[config.mk]
export PLATFORM = sky130hd
export DESIGN_NAME = seq_detect_prog
export DESIGN_NICKNAME = d
export VERILOG_FILES = /design/src/rtl/seq_detect_pkg.sv /design/src/rtl/seq_detect_prog_sat_counter.sv /design/src/rtl/seq_detect_prog.sv
export SDC_FILE = /design/constraint.sdc
export NUM_CORES = 1
export LEC_CHECK = 0
export BUFFER_PORTS_ARGS = -buffer_cell sky130_fd_sc_hd__clkbuf_2
export CORE_MARGIN = 2
export CORE_UTILIZATION = 56
export DETAILED_ROUTE_END_ITERATION = 12
export MAX_ROUTING_LAYER = met4
export PLACE_DENSITY = 0.85
export SYNTH_ARGS = -nofsm -noshare
export SYNTH_HDL_FRONTEND = slang
export SYNTH_SLANG_ARGS = --single-unit
[constraint.sdc]
create_clock -name clk -period 2.7 [get_ports clk]
set_clock_uncertainty 0.2 [all_clocks]
set_input_delay 0.54 -clock clk [delete_from_list [all_inputs] [get_ports clk]]
set_output_delay 0.54 -clock clk [all_outputs]
set_load 0.02 [all_outputs]
[src/rtl/seq_detect_pkg.sv]
// Shared definitions for the programmable sequence detector.
//   PAT_W / CFG_LEN_W : storage widths of the configuration shadow fields.
//                       PAT_W bounds the supported MAX_LEN (MAX_LEN <= PAT_W).
//   DEF_*             : power-up configuration; this reproduces the legacy
//                       fixed "1101" non-overlapping detector.
//   cfg_t             : shadow configuration record (pattern, len, overlap).
//   len_mask()        : ones in the low 'len' bit positions.
package seq_detect_pkg;

  localparam int PAT_W     = 32;
  localparam int CFG_LEN_W = 8;

  localparam logic [3:0] DEF_PATTERN = 4'b1101;
  localparam int         DEF_LEN     = 4;
  localparam logic       DEF_OVERLAP = 1'b0;

  typedef struct packed {
    logic [PAT_W-1:0]     pattern;
    logic [CFG_LEN_W-1:0] len;
    logic                 overlap;
  } cfg_t;

  function automatic logic [PAT_W-1:0] len_mask(input logic [CFG_LEN_W-1:0] len);
    logic [PAT_W-1:0] m;
    for (int i = 0; i < PAT_W; i++) begin
      m[i] = (i < int'(len));
    end
    return m;
  endfunction

endpackage

[src/rtl/seq_detect_prog_sat_counter.sv]
// Saturating event counter with synchronous clear and sticky saturation flag.
//   clk, reset : clock, asynchronous active-high reset
//   clr        : synchronous clear of count and sat (wins over inc)
//   inc        : count one event
//   count      : event count, holds at all-ones
//   sat        : set on the edge where count reaches all-ones, cleared by clr
module sat_counter #(
  parameter int CNT_W = 8
) (
  input  logic             clk,
  input  logic             reset,
  input  logic             clr,
  input  logic             inc,
  output logic [CNT_W-1:0] count,
  output logic             sat
);

  logic [CNT_W-1:0] count_inc;

  assign count_inc = count + CNT_W'(1);

  always_ff @(posedge clk or posedge reset) begin
    if (reset) begin
      count <= '0;
      sat   <= 1'b0;
    end else if (clr) begin
      count <= '0;
      sat   <= 1'b0;
    end else if (inc && (count != '1)) begin
      count <= count_inc;
      if (count_inc == '1) begin
        sat <= 1'b1;
      end
    end
  end

endmodule

[src/rtl/seq_detect_prog.sv]
// Programmable serial bit-sequence detector (Moore output).
//   clk, reset  : clock, asynchronous active-high reset
//   cfg_load    : latch cfg_pattern/cfg_len/cfg_overlap and restart detection
//   cfg_pattern : right-aligned pattern, bit [len-1] is received first
//   cfg_len     : pattern length (0 disables, > MAX_LEN clamps to MAX_LEN)
//   cfg_overlap : 1 = overlapping matches allowed
//   in_valid/in : serial bit stream with qualifier
//   clr_count   : synchronous clear of match_count / count_sat
//   out         : registered one-cycle detect pulse
//   match_count : saturating number of detections
//   count_sat   : sticky, match_count has reached all-ones
// MAX_LEN must not exceed seq_detect_pkg::PAT_W.
module seq_detect_prog
  import seq_detect_pkg::*;
#(
  parameter int MAX_LEN = 8,
  parameter int LEN_W   = $clog2(MAX_LEN + 1),
  parameter int CNT_W   = 8
) (
  input  logic               clk,
  input  logic               reset,
  input  logic               cfg_load,
  input  logic [MAX_LEN-1:0] cfg_pattern,
  input  logic [LEN_W-1:0]   cfg_len,
  input  logic               cfg_overlap,
  input  logic               in_valid,
  input  logic               in,
  input  logic               clr_count,
  output logic               out,
  output logic [CNT_W-1:0]   match_count,
  output logic               count_sat
);

  localparam int DEF_LEN_CLAMP = (DEF_LEN > MAX_LEN) ? MAX_LEN : DEF_LEN;
  localparam cfg_t CFG_DEFAULT = '{pattern: PAT_W'(DEF_PATTERN),
                                   len:     CFG_LEN_W'(DEF_LEN_CLAMP),
                                   overlap: DEF_OVERLAP};

  // Only MAX_LEN-1 history bits are stored: the newest bit of any
  // comparison comes straight from 'in', and the oldest stored bit
  // would be shifted out before it could ever be compared again.
  cfg_t               cfg_p0;
  logic [MAX_LEN-2:0] hist_p0;
  logic [LEN_W-1:0]   fill_p0;
  logic               det_p1;

  logic [MAX_LEN-1:0] hist_nxt;
  logic [LEN_W:0]     fill_inc;
  logic [LEN_W-1:0]   fill_nxt;
  logic [PAT_W-1:0]   mask;
  logic               full;
  logic               match;
  logic               accept;
  logic [LEN_W-1:0]   len_clamped;

  assign accept      = in_valid & ~cfg_load;
  assign len_clamped = (int'(cfg_len) > MAX_LEN) ? LEN_W'(MAX_LEN) : cfg_len;

  always_comb begin
    hist_nxt = {hist_p0, in};
    fill_inc = (LEN_W + 1)'(fill_p0) + (LEN_W + 1)'(1);
    mask     = len_mask(cfg_p0.len);
    full     = (int'(fill_inc) >= int'(cfg_p0.len));
    // fill gates out stale history left over from before a restart.
    match    = (cfg_p0.len != '0) && full &&
               ((PAT_W'(hist_nxt) & mask) == (cfg_p0.pattern & mask));
    if (match && !cfg_p0.overlap) begin
      fill_nxt = '0;
    end else if (full) begin
      fill_nxt = LEN_W'(cfg_p0.len);
    end else begin
      fill_nxt = LEN_W'(fill_inc);
    end
  end

  // Stage p0 -> p1: shadow config, history, fill and registered detect
  always_ff @(posedge clk or posedge reset) begin
    if (reset) begin
      cfg_p0  <= CFG_DEFAULT;
      hist_p0 <= '0;
      fill_p0 <= '0;
      det_p1  <= 1'b0;
    end else if (cfg_load) begin
      cfg_p0.pattern <= PAT_W'(cfg_pattern);
      cfg_p0.len     <= CFG_LEN_W'(len_clamped);
      cfg_p0.overlap <= cfg_overlap;
      hist_p0        <= '0;
      fill_p0        <= '0;
      det_p1         <= 1'b0;
    end else if (in_valid) begin
      hist_p0 <= hist_nxt[MAX_LEN-2:0];
      fill_p0 <= fill_nxt;
      det_p1  <= match;
    end else begin
      det_p1  <= 1'b0;
    end
  end

  assign out = det_p1;

  sat_counter #(
    .CNT_W (CNT_W)
  ) u_match_cnt (
    .clk   (clk),
    .reset (reset),
    .clr   (clr_count),
    .inc   (accept & match),
    .count (match_count),
    .sat   (count_sat)
  );

endmodule

==> results of run 1 <==
[cell families (layout without fill, tap and decap cells)]
kind of cell | count (synthesis) | count (layout)
compound gates | 32 | 32
xor+xnor | 14 | 14
fa+ha+maj | 7 | 7
buf+inv | 14 | 48
flops | 34 | 34
mux | 19 | 19
simple gates | 66 | 66
[routing by layer]
layer | share of wire, % | vias up | track usage [%]
li1 | - | 725 | -
met1 | 43 | 676 | 24.8
met2 | 50 | 25 | 37.7
met3 | 3.7 | 10 | 6.21
met4 | 2.9 | 0 | 10.6
met5 | 0 | - | -
[synth_stat cells, drive strengths merged]
master,instances,share of area [%]
or2,1,0.33
or4,5,2.0
nor3,1,0.27
o22ai,5,1.7
xor2,3,1.4
mux2,9,5.4
o21ai,13,3.5
nand3b,1,0.40
nand3,8,2.4
nor2,16,3.2
nand4,3,1.0
nor3b,1,0.40
xnor2,11,5.1
nand2,20,4.0
and2b,1,0.40
nor4,1,1.1
inv,8,1.6
dfrtp,30,40
buf,3,1.1
a31oi,3,1.0
a21oi,7,1.9
o31ai,1,0.40
clkbuf,3,0.60
mux2i,10,5.3
nor2b,2,0.67
dfstp,4,5.6
and4b,1,0.53
o221ai,1,0.80
a211oi,1,0.40
nand2b,2,0.67
and2,1,0.33
o211ai,1,1.1
and3,2,0.73
ha,7,4.7
[worst max-delay path by stage]
stage,from,end,slack (ns),cells past startpoint
final,fill_p0[0],u_match_cnt.count[7],0.15,8
after global routing,fill_p0[0],u_match_cnt.count[7],0.02,8
after CTS,fill_p0[0],fill_p0[1],0.1,9
after detailed placement,fill_p0[0],fill_p0[1],0.13,9
after global placement,fill_p0[0],u_match_cnt.count[7],0.22,8
after floorplan,fill_p0[0],u_match_cnt.count[5],0.21,9
[layout make-up]
type	instances	area, sq um	share of cell area, %
clock inverters	1	5.00	0.235
well taps	46	57.6	2.70
clock buffers	7	55.1	2.58
multi-input cells	138	960	45.0
inverters	8	30.0	1.41
repair buffers	32	170	7.98
flip-flops and latches	34	856	40.1
[power groups by stage]
stage,clock network (mW),registers (mW),logic (mW)
floorplan,0,0.575,0.174
global placement,0,0.581,0.225
detailed placement,0,0.583,0.233
CTS,0.307,0.574,0.233
global route,0.327,0.578,0.259
finish,0.297,0.573,0.231
[sequential cells by signal, summed over array words and instances, names as in the netlist]
register           cells
out                    1
fill_p0                4
hist_p0                7
cfg_p0                13
u_match_cnt.count      8
u_match_cnt.sat        1
[worst min-delay path: stages]
cell      delay, ns
clkbuf_2       0.08
inv_1          0.04
buf_4          0.36
[through the flow]
step	power [mW]	worst slack (ns)	hold WS [ns]	utilization, %
2_1_floorplan	0.749	0.212	0.275	-
3_3_place_gp	0.806	0.219	0.296	63.1
3_5_place_dp	0.816	0.133	0.318	63.1
4_1_cts	1.11	0.0983	0.0527	65.0
5_1_grt	1.16	0.0241	0.0782	65.0
6_report	1.10	0.153	0.0439	65.0
==> flow_metrics.py, run 1 <==
metrics = {
    "status": {
        "status": "completed",
    },
    "cells_and_area": {
        "final_common_cell": "dfrtp_1",
        "area_growth_syn_to_layout_pct": 13.6,
        "num-nets-final": 245,
        "diodes": 0,
        "instances_no_fill": 266,
        "final_cell_mix": "dfrtp_1 (30), clkbuf_2 (28), nand2_1 (20), nor2_1 (16), o21ai_0 (12)",
        "final_area_sq_um": 2130,
        "drive_above_1_share_pct": 25.9,
        "fill_cells": 274,
    },
    "yosys": {
        "ys_seq_elements": 34,
        "synth_cells": 186,
        "synthSimpleGateAreaFrac_pct": 18.5,
        "syn_avg_cell_area_sq_um": 10.1,
        "yosysSeqAreaShare_pct": 45.6,
        "ys_warn_count": 0,
        "synth.distinct_cells": 37,
        "synthMuxAreaShare_pct": 10.7,
        "synth-xor-area-share_pct": 6.53,
        "synth_area_sq_um": 1880,
        "synth_top_family_by_area": "simple AND/OR/NAND/NOR gates",
        "syn_nets": 212,
        "synth_compound_area_share_pct": 10.7,
        "synth_adder_area_share_pct": 4.66,
    },
    "critical_path": {
        "crit_chain": "ha_1 > xor2_1 > ha_1 > nand2_1 > o211ai_4 > nand3_2 > or4_1 > a21oi_1",
        "crit_family": "simple AND/OR/NAND/NOR gates",
        "cpMostUsedCell": "ha_1",
        "r2r-start": "fill_p0[0]",
        "cp-start-kind": "flop",
        "cp-end-kind": "flop",
        "max_stage_delay_ns": 0.51,
        "path_buf_inv": 0,
        "reg2reg_to": "u_match_cnt.count[7]",
        "setup.worst_path.class": "reg -> reg",
        "required_ns": 2.78,
        "ff2ff_setup_slack_ns": 0.15,
        "critPathSlowestCell": "or4_1",
        "reg2reg_depth": 8,
        "cp_max_fo": 11,
        "arrival_ns": 2.62,
    },
    "timing": {
        "setup_tns_ns": 0,
        "worst_pin_slew_ns": 0.412,
        "finalHoldViolCount": 0,
        "relSlewSlack_pct": 72.5,
        "timing.fmax_mhz": 393,
        "rsz0062_at_grt": "no",
        "final_max_slew_viol_count": 0,
        "setup_viol": 0,
        "period_needed_ns": 2.55,
        "fin_crit_sh_pct": 94.3,
    },
    "grt": {
        "grt_pass1_vias": 1378,
        "grt_use_total_pct": 22.5,
        "antenna_found_initial": 0,
        "grt_pass1_wl_mm": 5.95,
        "grt_overflow": 0,
        "grt_start_max_net_pins": 35,
    },
    "power": {
        "switching_share_pct": 29.5,
        "pwr-share-clk_pct": 27.0,
        "p_int_mw": 0.777,
        "leakagePower_nw": 0.975,
        "p_per_area_nw_per_um2": 517,
        "seqPwrFrac_pct": 52.0,
        "vdd_drop_max_uv": 400,
        "comb_power_share_pct": 21.0,
        "p_sw_mw": 0.325,
    },
    "clock_network": {
        "ctsResizeCount": 0,
        "htree_levels": 2,
        "clkTransAtPathRegs_ns": 0.11,
        "post_cts_buffers": 0,
        "clkSinkCount": 34,
        "cts.hold.buffers_added": 0,
        "numCtsBuffers": 5,
        "cts_tree": "yes",
        "clock_latency_ns": 0.34,
        "clock-root-buffer": "clkbuf_4",
        "clk_path_buf_depth": 2,
    },
    "floorplanning": {
        "die_h_um": 61.9,
        "die_w_um": 61.9,
        "fp-row-count": 21,
        "dieArea_sq_um": 3830,
        "start_util_pct": 57.2,
        "core_area_sq_um": 3280,
        "io_pins": 29,
    },
    "routing": {
        "drt_iter0_drc": 61,
        "vias": 1436,
        "drt_pass1_iterations": 4,
        "drc": 0,
        "antenna_left": 0,
        "drt-total-wl_mm": 3.45,
        "wl_per_cell_um": 13.0,
        "viasPerCell": 5.40,
    },
    "placed_design": {
        "port_buffers": 28,
        "dp.cells": 258,
        "globalplace.congestion": 0.826,
        "dpl_cell_area_sq_um": 2070,
        "dp_hpwl_mm": 2.54,
    },
    "worst_hold_path": {
        "hold_path.class": "in -> async",
    },
    "job": {
        "cap_violations": 0,
    },
}
Note: power is estimated with default switching activity, not from simulation.
==> run 2, diff against run 1 <==
--- a/config.mk
+++ b/config.mk
@@ -6,7 +6,6 @@
 export NUM_CORES = 1
 export LEC_CHECK = 0
 export BUFFER_PORTS_ARGS = -buffer_cell sky130_fd_sc_hd__clkbuf_2
-export CORE_MARGIN = 2
 export CORE_UTILIZATION = 56
 export DETAILED_ROUTE_END_ITERATION = 12
 export MAX_ROUTING_LAYER = met4
==> run 2 against run 1 <==
Register-to-register slack barely moved. Largest cell class unchanged. Hold slack improved by 0.0011 ns. Global-route usage rose by 1.7 points. Clock-buffer cell count rose by 1. Flip-flop and latch count did not move.
==> flow_metrics.py, run 2 (synthesized netlist as in run 1, its figures left out) <==
metrics = {
    "status": {
        "status": "completed",
    },
    "clock_network": {
        "htree_levels": 2,
        "clk_path_buf_depth": 2,
        "clock-root-buffer": "clkbuf_4",
        "clock_latency_ns": 0.34,
        "cts_tree": "yes",
        "numCtsBuffers": 5,
        "clkTransAtPathRegs_ns": 0.10,
        "clkSinkCount": 34,
    },
    "power": {
        "p_per_area_nw_per_um2": 531,
        "power_mw": 1.15,
        "vdd_drop_max_uv": 417,
        "leakagePower_nw": 0.993,
    },
    "critical_path": {
        "arrival_ns": 2.55,
        "r2r-start": "fill_p0[0]",
        "max_stage_delay_ns": 0.43,
        "cp-start-kind": "flop",
        "setup.worst_path.class": "reg -> reg",
        "cp-end-kind": "flop",
        "crit_chain": "ha_1 > xor2_1 > ha_1 > nand2_1 > o211ai_4 > buf_4 > nand3_1 > o21ai_0 > o21ai_0",
        "crit_start": "fill_p0[0]",
        "critPathSlowestCell": "dfrtp_1",
        "cp-endpoint": "fill_p0[1]",
        "reg2reg_to": "fill_p0[1]",
        "path_buf_inv": 1,
        "required_ns": 2.71,
        "reg2reg_depth": 9,
        "cp_max_fo": 8,
        "ff2ff_setup_slack_ns": 0.16,
        "crit_family": "compound AO/OA/AOI/OAI gates",
        "worstSetupPathDepth": 9,
    },
    "grt": {
        "grt_pass1_vias": 1418,
        "grt_overflow": 0,
        "grt_use_total_pct": 24.3,
        "grt_pass1_wl_mm": 6.10,
        "antenna_found_initial": 0,
        "grt_start_max_net_pins": 35,
    },
    "cells_and_area": {
        "num-nets-final": 247,
        "largest_reg_flops": 13,
        "largest-register": "cfg_p0",
        "drive_above_1_share_pct": 27.0,
        "seqCellArea_sq_um": 856,
        "final_common_cell": "dfrtp_1",
        "multi_input_area_sq_um": 967,
        "diodes": 0,
        "fill_cells": 242,
        "final_cell_mix": "dfrtp_1 (30), clkbuf_2 (28), nand2_1 (20), nor2_1 (16), o21ai_0 (13)",
        "area_growth_syn_to_layout_pct": 15.7,
        "largestRegisters": "cfg_p0 (13), u_match_cnt.count (8), hist_p0 (7)",
    },
    "timing": {
        "finalHoldViolCount": 0,
        "final_max_slew_viol_count": 0,
        "worst_pin_slew_ns": 0.405,
        "rsz0062_at_grt": "no",
        "fin_crit_sh_pct": 94.1,
        "period_needed_ns": 2.54,
        "setup_tns_ns": 0,
        "relSlewSlack_pct": 72.8,
        "timing.fmax_mhz": 394,
        "setup_viol": 0,
    },
    "floorplanning": {
        "die_h_um": 59.9,
        "dieArea_sq_um": 3590,
        "start_util_pct": 60.0,
        "core_area_sq_um": 3130,
        "die_w_um": 59.9,
        "io_pins": 29,
        "fp-row-count": 20,
    },
    "job": {
        "cap_violations": 0,
    },
    "routing": {
        "drt-total-wl_mm": 3.58,
        "antenna_left": 0,
        "drt-met1-wl_mm": 1.66,
        "route.met3.wl_um": 81,
        "drt_pass1_iterations": 4,
        "met2_length_mm": 1.74,
        "drc": 0,
        "viasPerCell": 5.42,
        "vias": 1443,
        "highest_layer": "met4",
        "drt_iter0_drc": 36,
        "wl_per_cell_um": 13.5,
    },
    "placed_design": {
        "port_buffers": 28,
        "dp_hpwl_mm": 2.65,
        "globalplace.congestion": 0.832,
    },
    "worst_hold_path": {
        "hold_path.class": "in -> async",
    },
}
[run 2: layout make-up]
type | instances | area share, %
clock buffers | 8 | 3.63
inverters | 8 | 1.38
multi-input cells | 138 | 44.5
flip-flops and latches | 34 | 39.4
well taps | 44 | 2.53
repair buffers | 34 | 8.53
[run 2: worst min-delay path by stage]
stage | start | to | slack [ns] | cells after the start
after floorplan | cfg_p0[0] | cfg_p0[0] | 0.28 | 1
after global placement | fill_p0[1] | fill_p0[1] | 0.30 | 2
after detailed placement | fill_p0[3] | fill_p0[3] | 0.33 | 2
after CTS | reset | cfg_p0[15] | 0.05 | 3
after global routing | reset | u_match_cnt.count[4] | 0.08 | 3
final | reset | cfg_p0[13] | 0.04 | 3
[run 2: metal layers]
metal,global-route usage [%],up-vias
li1,-,723
met1,29.5,689
met2,38.3,21
met3,4.55,10
met4,13.0,0
met5,-,-
[run 2: repair_timing]
action	CTS	global route
buffers inserted	0	2
setup endpoints to repair	0	1
hold buffers	0	0
gates resized for setup	0	1
[run 2: report_power, final]
group | switching, mW | leakage (nW) | internal [mW]
registers | 0.0301 | 0.441 | 0.543
clock network | 0.167 | 0.0446 | 0.178
logic | 0.127 | 0.507 | 0.109
total | 0.324 | 0.993 | 0.829
[run 2: metrics by stage]
stage	worst slack (ns)	instances	hold slack [ns]	util (%)	instance area (sq um)
after floorplan	0.212	186	0.275	-	1880
after global placement	0.214	256	0.296	66.2	2070
after detailed placement	0.148	256	0.326	66.2	2070
after CTS	0.123	264	0.0497	68.7	2150
after global routing	0.0181	266	0.0845	69.4	2170
final	0.159	266	0.0450	69.4	2170
[run 2: worst reg2reg max path, stage by stage (launching register included)]
cell	delay, ns
dfrtp_1	0.43
ha_1	0.24
xor2_1	0.18
ha_1	0.28
nand2_1	0.08
o211ai_4	0.22
buf_4	0.20
nand3_1	0.08
o21ai_0	0.32
o21ai_0	0.18
